$ cat src/rtl/msdap_p2s_tx.sv
// Output-side parallel-to-serial transmitter for the MSDAP datapath.
// Shifts left/right words out MSB-first on shift_en, with frame, done and overrun status.
module msdap_p2s_tx #(
    parameter int WIDTH = 40,
    parameter int CNT_W = 6
) (
    input  logic             clk,
    input  logic             reset_n,
    input  logic             p2s_clear,
    input  logic             p2s_load,
    input  logic [WIDTH-1:0] data_l,
    input  logic [WIDTH-1:0] data_r,
    input  logic             shift_en,
    output logic             out_l,
    output logic             out_r,
    output logic             out_frame,
    output logic             busy,
    output logic             done,
    output logic             overrun
);

    typedef enum logic {
        IDLE,
        SHIFT
    } state_t;

    localparam logic [CNT_W-1:0] LAST_IDX = CNT_W'(WIDTH - 1);

    state_t           state_q, state_d;
    logic [WIDTH-1:0] sreg_l_q, sreg_l_d;
    logic [WIDTH-1:0] sreg_r_q, sreg_r_d;
    logic [CNT_W-1:0] bit_cnt_q, bit_cnt_d;
    logic             done_q, done_d;
    logic             overrun_q, overrun_d;
    logic             last_strobe;

    assign last_strobe = shift_en && (bit_cnt_q == '0);

    always_comb begin
        state_d   = state_q;
        sreg_l_d  = sreg_l_q;
        sreg_r_d  = sreg_r_q;
        bit_cnt_d = bit_cnt_q;
        done_d    = 1'b0;
        overrun_d = overrun_q;

        case (state_q)
            IDLE: begin
                if (p2s_load) begin
                    sreg_l_d  = data_l;
                    sreg_r_d  = data_r;
                    bit_cnt_d = LAST_IDX;
                    state_d   = SHIFT;
                end
            end
            SHIFT: begin
                // A load is only legal on the strobe that consumes the final bit.
                if (p2s_load && !last_strobe) begin
                    overrun_d = 1'b1;
                end
                if (shift_en) begin
                    sreg_l_d = sreg_l_q << 1;
                    sreg_r_d = sreg_r_q << 1;
                    if (bit_cnt_q == '0) begin
                        done_d = 1'b1;
                        if (p2s_load) begin
                            sreg_l_d  = data_l;
                            sreg_r_d  = data_r;
                            bit_cnt_d = LAST_IDX;
                        end else begin
                            state_d = IDLE;
                        end
                    end else begin
                        bit_cnt_d = bit_cnt_q - CNT_W'(1);
                    end
                end
            end
            default: state_d = IDLE;
        endcase
    end

    always_ff @(posedge clk) begin
        if (!reset_n || p2s_clear) begin
            state_q   <= IDLE;
            sreg_l_q  <= '0;
            sreg_r_q  <= '0;
            bit_cnt_q <= '0;
            done_q    <= 1'b0;
            overrun_q <= 1'b0;
        end else begin
            state_q   <= state_d;
            sreg_l_q  <= sreg_l_d;
            sreg_r_q  <= sreg_r_d;
            bit_cnt_q <= bit_cnt_d;
            done_q    <= done_d;
            overrun_q <= overrun_d;
        end
    end

    assign busy      = (state_q == SHIFT);
    assign out_l     = busy && sreg_l_q[WIDTH-1];
    assign out_r     = busy && sreg_r_q[WIDTH-1];
    assign out_frame = busy && (bit_cnt_q == LAST_IDX);
    assign done      = done_q;
    assign overrun   = overrun_q;

endmodule
$ cat config.mk
export PLATFORM = sky130hd
export DESIGN_NAME = msdap_p2s_tx
export DESIGN_NICKNAME = d
export VERILOG_FILES = /design/src/rtl/msdap_p2s_tx.sv
export SDC_FILE = /design/constraint.sdc
export NUM_CORES = 1
export LEC_CHECK = 0
export BUFFER_PORTS_ARGS = -buffer_cell sky130_fd_sc_hd__buf_2
export CORE_ASPECT_RATIO = 1.25
export CORE_MARGIN = 4
export CORE_UTILIZATION = 48
export DETAILED_ROUTE_END_ITERATION = 8
export PLACE_DENSITY = 0.75
export SLEW_MARGIN = 10
export SYNTH_ARGS = -nofsm -noshare
export SYNTH_HDL_FRONTEND = slang
export SYNTH_SLANG_ARGS = --single-unit
$ cat constraint.sdc
create_clock -name clk -period 1.8 [get_ports clk]
set_input_delay 0.27 -clock clk [delete_from_list [all_inputs] [get_ports clk]]
set_output_delay 0.27 -clock clk [all_outputs]
set_load 0.02 [all_outputs]
## Word level (Yosys, flattened, before mapping)

Cells that the tools add are included.

- Register bits after elaboration: 89
- Bits of input ports: 85
- Word-level logic and storage cells: 43

- Add/sub/neg operators: 1
- Equal/unequal tests: 3
- Multiplexer cells: 19
- Bitwise logic cells: 2
- Reductions and logical operators: 12

Operators with widths:

| operator | number |
|---|---|
| two-way mux 40 bit | 8 |
| case mux 40 bit (2 select lines) | 2 |
| two-way mux 6 bit | 3 |
| case mux 6 bit (2 select lines) | 1 |
| == test 6 bit (second input constant) | 1 |
| logical NOT 6 bit | 1 |
| subtractor 6 x 1 -> 6 bit (second input constant) | 1 |
| logical AND 1 bit | 5 |
| two-way mux 1 bit | 4 |
| inequality test 2 bit (second input constant) | 2 |
| AND reduction 2 bit | 2 |
| OR reduction 3 bit | 1 |
| logical NOT 1 bit | 2 |
| inverter 1 bit | 2 |
| case mux 1 bit (2 select lines) | 1 |
| logical OR 1 bit | 1 |

## Depth between registers and ports, before layout

Gate-level depths: netlist (run 1).

- Word-level depth: 5
- Depth in mapped cells: 9
- Mapped depth without buffers: 6

## Least setup slack after synthesis (run 1)

OpenSTA, ideal clock, no wires.

- Path kind: reg-to-reg
- Start point: reg bit_cnt_q[0]
- End point: reg sreg_r_q[31]
- Library setup time: 136 ps
- Data arrival time: 1743 ps
- Data required time: 1664 ps
- Setup slack: -79 ps
- Cell stages (with the launch flop): 10
- Path buffers: 3
- Cells stage by stage: dfxtp_1 > inv_1 > ha_1 > or4b_4 > o21a_1 > buf_2 > buf_6 > buf_6 > nand2_1 > a31oi_1

- Cells in the longest elaborated chain, start to end: 4

Ends and longest elaborated chain:

| item | line | text |
|---|---|---|
| from (decl) | 32 | `logic [CNT_W-1:0] bit_cnt_q, bit_cnt_d;` |
| from (signal assigned) | 94 | `bit_cnt_q <= bit_cnt_d;` |
| logical NOT 6 bit | 64 | `if (bit_cnt_q == '0) begin` |
| two-way mux 40 bit | 64 |  |
| two-way mux 40 bit | 61 | `if (shift_en) begin` |
| case mux 40 bit (2 select lines) | 47 | `case (state_q)` |
| to (signal assigned) | 93 | `sreg_r_q <= sreg_r_d;` |
| to (decl) | 31 | `logic [WIDTH-1:0] sreg_r_q, sreg_r_d;` |

No other way between the ends. The select of a mux whose other input is x is not followed.
A chain may end at the register's enable or synchronous reset.

## Final worst setup path (run 1)

- Start point: reg bit_cnt_q[1]
- End point: reg sreg_r_q[10]

Same word-level chain as after synthesis.

==> out/results.txt, run 1 <==
Die height: 108.8 um
Row count: 36
Post-synthesis cell type count: 32
Post-synthesis xor/xnor area fraction: 0
Cells after Synth: 508
Synthesized-area fraction occupied by and/or/nand/nor cells: 0.2035
Syn Area/Cell: 7.675 sq um
Share of cells above drive strength 1: 0.2732
Final WL: 9859 um
Post-synthesis mux area share: 0.002888
Pin count of the biggest net entering global routing: 80
FMAX: 543.7 MHz
Synth cell count leaders: nand2_1 (163), dfxtp_1 (89), o21ai_0 (81), a31oi_1 (79), clkbuf_1 (25)
Lkg Pwr: 0.002032 uW
P&R area growth vs syn: 26.80%
Die X-Extent: 88.61 um
Failing checks: setup timing
Initial antenna violation count: 0
Status: finished, violations left
Clk buf depth: 2
Worst r2r src: bit_cnt_q[1]$_SDFFE_PP0P_
CTS tree: built
H-tree depth: 3
Final hold viol count: 0
# diodes: 0
PD cells: 835.4 nW/um^2
Unrepaired setup endpoints after global routing: true
Final critical-path setup slack: -0.03933 ns
Adder-Cell Fraction of Synth Area: 0.006418
Worst vdd ir: 529.1 uV
Post-synth top area cell: dfxtp_1
Count leader, synth: nand2_1
Placed cell count: 665
Main combinational cell family by area after synthesis: compound AO/OA/AOI/OAI gates
Worst-margin pin slew: 0.5183 ns
Synth warn: 0
DR WL/cell: 14.33 um
Vias: 3,818
Startpoint Class: flop
Min-Delay Path Class: input pin to flop
Drt first pass iters: 4
Initial Utilization: 0.4974
Worst-Skew Late Latency: 0.36 ns
Final min period: 1.839 ns
Congestion Overflow GR: 0
DRC errors left: 0
Die area: 9637 sq um
Post-synthesis compound-gate area fraction: 0.2625
Fin crit share: 1.022
First-pass GRT wire length: 15,170 um
Seq cells post-synth: 89
Final net count: 675
Clk slew on worst S/H paths: 0.09 ns
CP Capture Type: flop
Kind of critical path: flop to flop
Required time worst endpoint: 2.09 ns
Count of input and output buffers: 90
Core area: 7838 sq um
Post-synth EDFFs: 0
Setup Skew: 0.008756 ns
CTS hold repair buffers: 0
Post-synthesis cell area: 3899 sq um
DRT antenna net count: 0
Vias per cell: 5.549
Max-cap violations: 0
Power Total: 4130 uW
Area share of the largest cell type after synthesis: 0.4570
Initial DRC count: 341
Slew HR: 0.6545
Gr usage total: 0.1983
Vias in the first global route: 3,299
Num Clock Sinks: 89
DP HPWL: 6133 um
Slew Limit Fails: 0
Post-synth ARST share: 0
Syn Nets: 595
Clk root buf: clkbuf_8
CTS buffer count: 9
Synth Flop Type: dfxtp_1
Crit path DAT: 2.13 ns
Final cell count without fillers: 688
HP Start: data_l[0]
RD Place Congestion: 0.8289
Final setup violation count: 32
# IOs: 91
Seq/Total Area, Yosys: 0.4570
CP Launch Point: bit_cnt_q[1]$_SDFFE_PP0P_
Largest fanout on the critical path: 19
Area contributors post-synth: dfxtp_1 (46%), nand2_1 (16%), a31oi_1 (13%)
==> final timing paths <==
path	cells after the start	slack [ns]	end
max	8	-0.04	sreg_r_q[10]$_SDFFE_PP0P_
min	3	0.15	sreg_l_q[0]$_SDFFE_PP0P_
max reg2reg	8	-0.04	sreg_r_q[10]$_SDFFE_PP0P_
min reg2reg	2	0.46	sreg_l_q[8]$_SDFFE_PP0P_
==> layout make-up <==
cell class | count | area (sq um)
Clock buffer | 11 | 151.4
Tap cell | 95 | 118.9
Inverter | 3 | 11.26
Sequential cell | 89 | 1784
Clock inverter | 5 | 53.80
Fill cell | 707 | 2894
Timing Repair Buffer | 113 | 812.0
Multi-Input combinational cell | 372 | 2012
==> layer usage <==
layer,wire length [um],GRT usage,up-vias
met1,4446,0.2778,1763
met5,0,0,-
met4,129,0.07883,0
met3,591,0.04989,8
met2,4691,0.2909,107
li1,-,-,1940
==> logic make-up (layout without fill, tap and decap cells) <==
logic type      after synthesis  after routing
simple gates                193            193
compound gates              176            176
flops                        89             89
buf+inv                      47            132
fa+ha+maj                     2              2
mux                           1              1
==> registers in the layout (all words and copies together), names as in the netlist <==
signal / count
bit_cnt_q: 6
busy: 1
done: 1
overrun: 1
sreg_l_q: 40
sreg_r_q: 40
==> what timing repair did <==
action / in CTS / in global routing
setup buffers: 0 / 3
gates cloned: 0 / 4
endpoints found under the setup margin: 43 / 82
gates resized for setup: 1 / 31
pin swaps: 18 / 26
==> cells in the final DEF (no fill, tap or decap), types with 2 or more instances in the layout <==
| cell type | n |
|---|---|
| buf_4 | 7 |
| nand2_1 | 150 |
| clkbuf_8 | 11 |
| clkbuf_16 | 4 |
| a21oi_2 | 2 |
| dfxtp_2 | 2 |
| clkinv_2 | 3 |
| nor3_1 | 5 |
| dfxtp_1 | 87 |
| or3_1 | 2 |
| nand3b_1 | 2 |
| nand3_1 | 3 |
| nand3_2 | 2 |
| o21ai_0 | 81 |
| a31oi_1 | 75 |
| nor2_1 | 6 |
| nand2b_1 | 4 |
| a221oi_1 | 2 |
| and2_1 | 3 |
| buf_2 | 90 |
| a21oi_1 | 5 |
| a31oi_4 | 3 |
| buf_6 | 3 |
| nand2_2 | 5 |
| inv_2 | 2 |
| nand2_4 | 8 |
| buf_12 | 8 |
==> report_power, final <==
part           switching (uW)  internal, uW
Clock                     697           713
Combinational             342           266
Sequential               48.4          2060
==> metrics by stage <==
stage	utilization	setup WS, ns	hold WS [ns]	cell area (sq um)	TNS, ns
floorplan	-	0.002993	0.3874	3920	0
global placement	0.5683	0.02346	0.4467	4454	0
detailed placement	0.5683	-0.02575	0.4494	4454	-0.1464
CTS	0.5950	-0.04466	0.1367	4663	-0.6199
global route	0.6307	-0.1086	0.1382	4943	-5.226
finish	0.6307	-0.03933	0.1481	4943	-0.4829
==> worst max-delay path, cell delays in order (launching register included) <==
cell and delay, ns:
dfxtp_2 0.33, inv_2 0.07, ha_4 0.14, or4b_4 0.49
o21ai_4 0.16, buf_12 0.16, clkbuf_16 0.18, nand2_1 0.06
a31oi_1 0.17
(Power assumes the default switching activity.)
==> run 2, diff against run 1 <==
--- a/config.mk
+++ b/config.mk
@@ -8,9 +8,10 @@
 export BUFFER_PORTS_ARGS = -buffer_cell sky130_fd_sc_hd__buf_2
 export CORE_ASPECT_RATIO = 1.25
 export CORE_MARGIN = 4
-export CORE_UTILIZATION = 48
+export CORE_UTILIZATION = 57
+export CTS_BUF_LIST = sky130_fd_sc_hd__clkbuf_16
 export DETAILED_ROUTE_END_ITERATION = 8
-export PLACE_DENSITY = 0.75
+export PLACE_DENSITY = 0.84
 export SLEW_MARGIN = 10
 export SYNTH_ARGS = -nofsm -noshare
 export SYNTH_HDL_FRONTEND = slang
==> constraint.sdc (replaced) <==
create_clock -name clk -period 2.4 [get_ports clk]
set_input_delay 0.36 -clock clk [delete_from_list [all_inputs] [get_ports clk]]
set_output_delay 0.36 -clock clk [all_outputs]
set_load 0.02 [all_outputs]
==> run 2 against run 1 <==
  * The flow now finishes without violations
  * Via count is 1.8% lower
  * Final area is 5.8% lower
  * Critical path depth is 1 lower
  * Sequential power is 25% lower
  * Cell count is 3.1% lower
  * Clock power is 3% lower
  * Clock skew is 0.0031 ns lower
  * Power is 19% lower
  * Global-route usage is 3.6 points higher
  * Largest cell class unchanged
==> out/results.txt, run 2 (synthesized netlist as in run 1, its figures left out) <==
CTS tree: built
Max-cap violations: 0
Lkg Pwr: 0.001935 uW
Kind of critical path: flop to flop
Clk slew on worst S/H paths: 0.07 ns
Num Clock Sinks: 89
Startpoint Class: flop
Die height: 100.5 um
Vias: 3,750
Vias in the first global route: 3,576
Congestion Overflow GR: 0
CTS resizes: 0
CP Launch Point: bit_cnt_q[0]$_SDFFE_PP0P_
Setup Skew: 0.005666 ns
DR WL/cell: 13.73 um
Initial DRC count: 328
Crit path DAT: 2.24 ns
Worst-margin pin slew: 0.4162 ns
Die area: 8235 sq um
Setup bufs post-CTS: 0
Required time worst endpoint: 2.59 ns
Biggest regs: sreg_l_q (40), sreg_r_q (40), bit_cnt_q (6)
Final setup violation count: 0
Clk buf depth: 2
Status: finished clean
# IOs: 91
Most common cell after layout, fill and taps aside: nand2_1
Clk root buf: clkbuf_16
Core area: 6606 sq um
Gr usage total: 0.2339
FMAX: 486.3 MHz
Initial Utilization: 0.5902
DRC errors left: 0
Worst r2r path cells: 7
Min-Delay Path Class: input pin to flop
Hold Path Depth: 3
Worst vdd ir: 432.1 uV
Final net count: 662
Reg-to-Reg End: sreg_l_q[4]$_SDFFE_PP0P_
CTS buffer count: 9
Final critical-path setup slack: 0.3438 ns
Slowest CP cell: or4b_4
Hold Path End: sreg_r_q[4]$_SDFFE_PP0P_
Row count: 33
CTS hold repair buffers: 0
Final min period: 2.056 ns
Commonest cells after routing, fill and taps aside: nand2_1 (162), buf_2 (90), dfxtp_1 (89), o21ai_0 (81), a31oi_1 (79)
Largest fanout on the critical path: 38
Die X-Extent: 81.97 um
Slew Limit Fails: 0
Share of cells above drive strength 1: 0.2138
Crit-path cells: inv_1, ha_1, or4b_4, o21a_2, buf_12, nand2_1, a31oi_1
Final cell count without fillers: 667
Placed cell count: 651
Delay-heaviest family, CP: simple AND/OR/NAND/NOR gates
CP bufs+invs: 2
Pre-CTS setup slack: 0.3928 ns
CP Capture Type: flop
P&R area growth vs syn: 19.42%
PD cells: 717.6 nW/um^2
Unrepaired setup endpoints after global routing: false
Critical path's largest stage delay: 0.50 ns
Final hold viol count: 0
Final Cell Area: 4656 sq um
Initial antenna violation count: 0
HP Start: data_r[4]
DRT antenna net count: 0
Vias per cell: 5.622
Slew HR: 0.7225
Final WL: 9161 um
First-pass GRT wire length: 15,610 um
RD Place Congestion: 0.8858
Drt first pass iters: 5
Worst-Skew Late Latency: 0.33 ns
Count of input and output buffers: 90
H-tree depth: 3
Pin count of the biggest net entering global routing: 80
# diodes: 0
Reg-to-reg setup timing slack: 0.34 ns
Worst r2r src: bit_cnt_q[0]$_SDFFE_PP0P_
DP HPWL: 5914 um
Setup total negative slack: 0 ns
Fin crit share: 0.8568
Post-DP Area: 4359 sq um
Hold WS: 0.2798 ns
run 2: changes by cell type in the layout (fill, tap and decap cells not counted), sizes merged:
cell | before | now
buf | 109 | 100
clkbuf | 15 | 9
inv | 3 | 5
run 2: worst min-delay path, cell delays in order:
cell and delay (ns):
buf_2 0.09, nand2_1 0.04, a31oi_1 0.07
run 2: report_power, final:
group | total, uW | internal (uW) | switching [uW]
Combinational | 381 | 155 | 226
Sequential | 1590 | 1550 | 38.9
Clock | 1370 | 808 | 564
run 2: worst max-delay path by stage:
stage / to / cells past startpoint / slack [ns]
after global routing: sreg_r_q[7]$_SDFFE_PP0P_ / 7 / 0.22
after CTS: sreg_l_q[4]$_SDFFE_PP0P_ / 7 / 0.35
after detailed placement: sreg_l_q[7]$_SDFFE_PP0P_ / 7 / 0.39
after floorplan: sreg_r_q[31]$_SDFFE_PP0P_ / 9 / 0.52
after global placement: sreg_l_q[3]$_SDFFE_PP0P_ / 7 / 0.45
final: sreg_l_q[4]$_SDFFE_PP0P_ / 7 / 0.34
run 2: metal layers:
| metal | GRT usage | part of all wire |
|---|---|---|
| met1 | 0.3036 | 0.43 |
| met2 | 0.3871 | 0.49 |
| met3 | 0.04741 | 0.060 |
| met4 | 0.07417 | 0.011 |
| met5 | 0 | 0 |
run 2: layout make-up:
type / count / area, sq um
multi-input combinational: 372 / 1869
clock buffer: 9 / 225.2
inverter: 3 / 11.26
clock inverter: 7 / 71.32
fill: 550 / 1951
sequential: 89 / 1782
tap: 87 / 108.9
timing repair buffer: 100 / 588.1
run 2: per-stage QoR:
stage / utilization / power, uW
after floorplan: - / 1863
after detailed placement: 0.6598 / 1995
after global placement: 0.6598 / 1983
final: 0.7047 / 3341
after global routing: 0.7047 / 3480
after CTS: 0.7047 / 3364
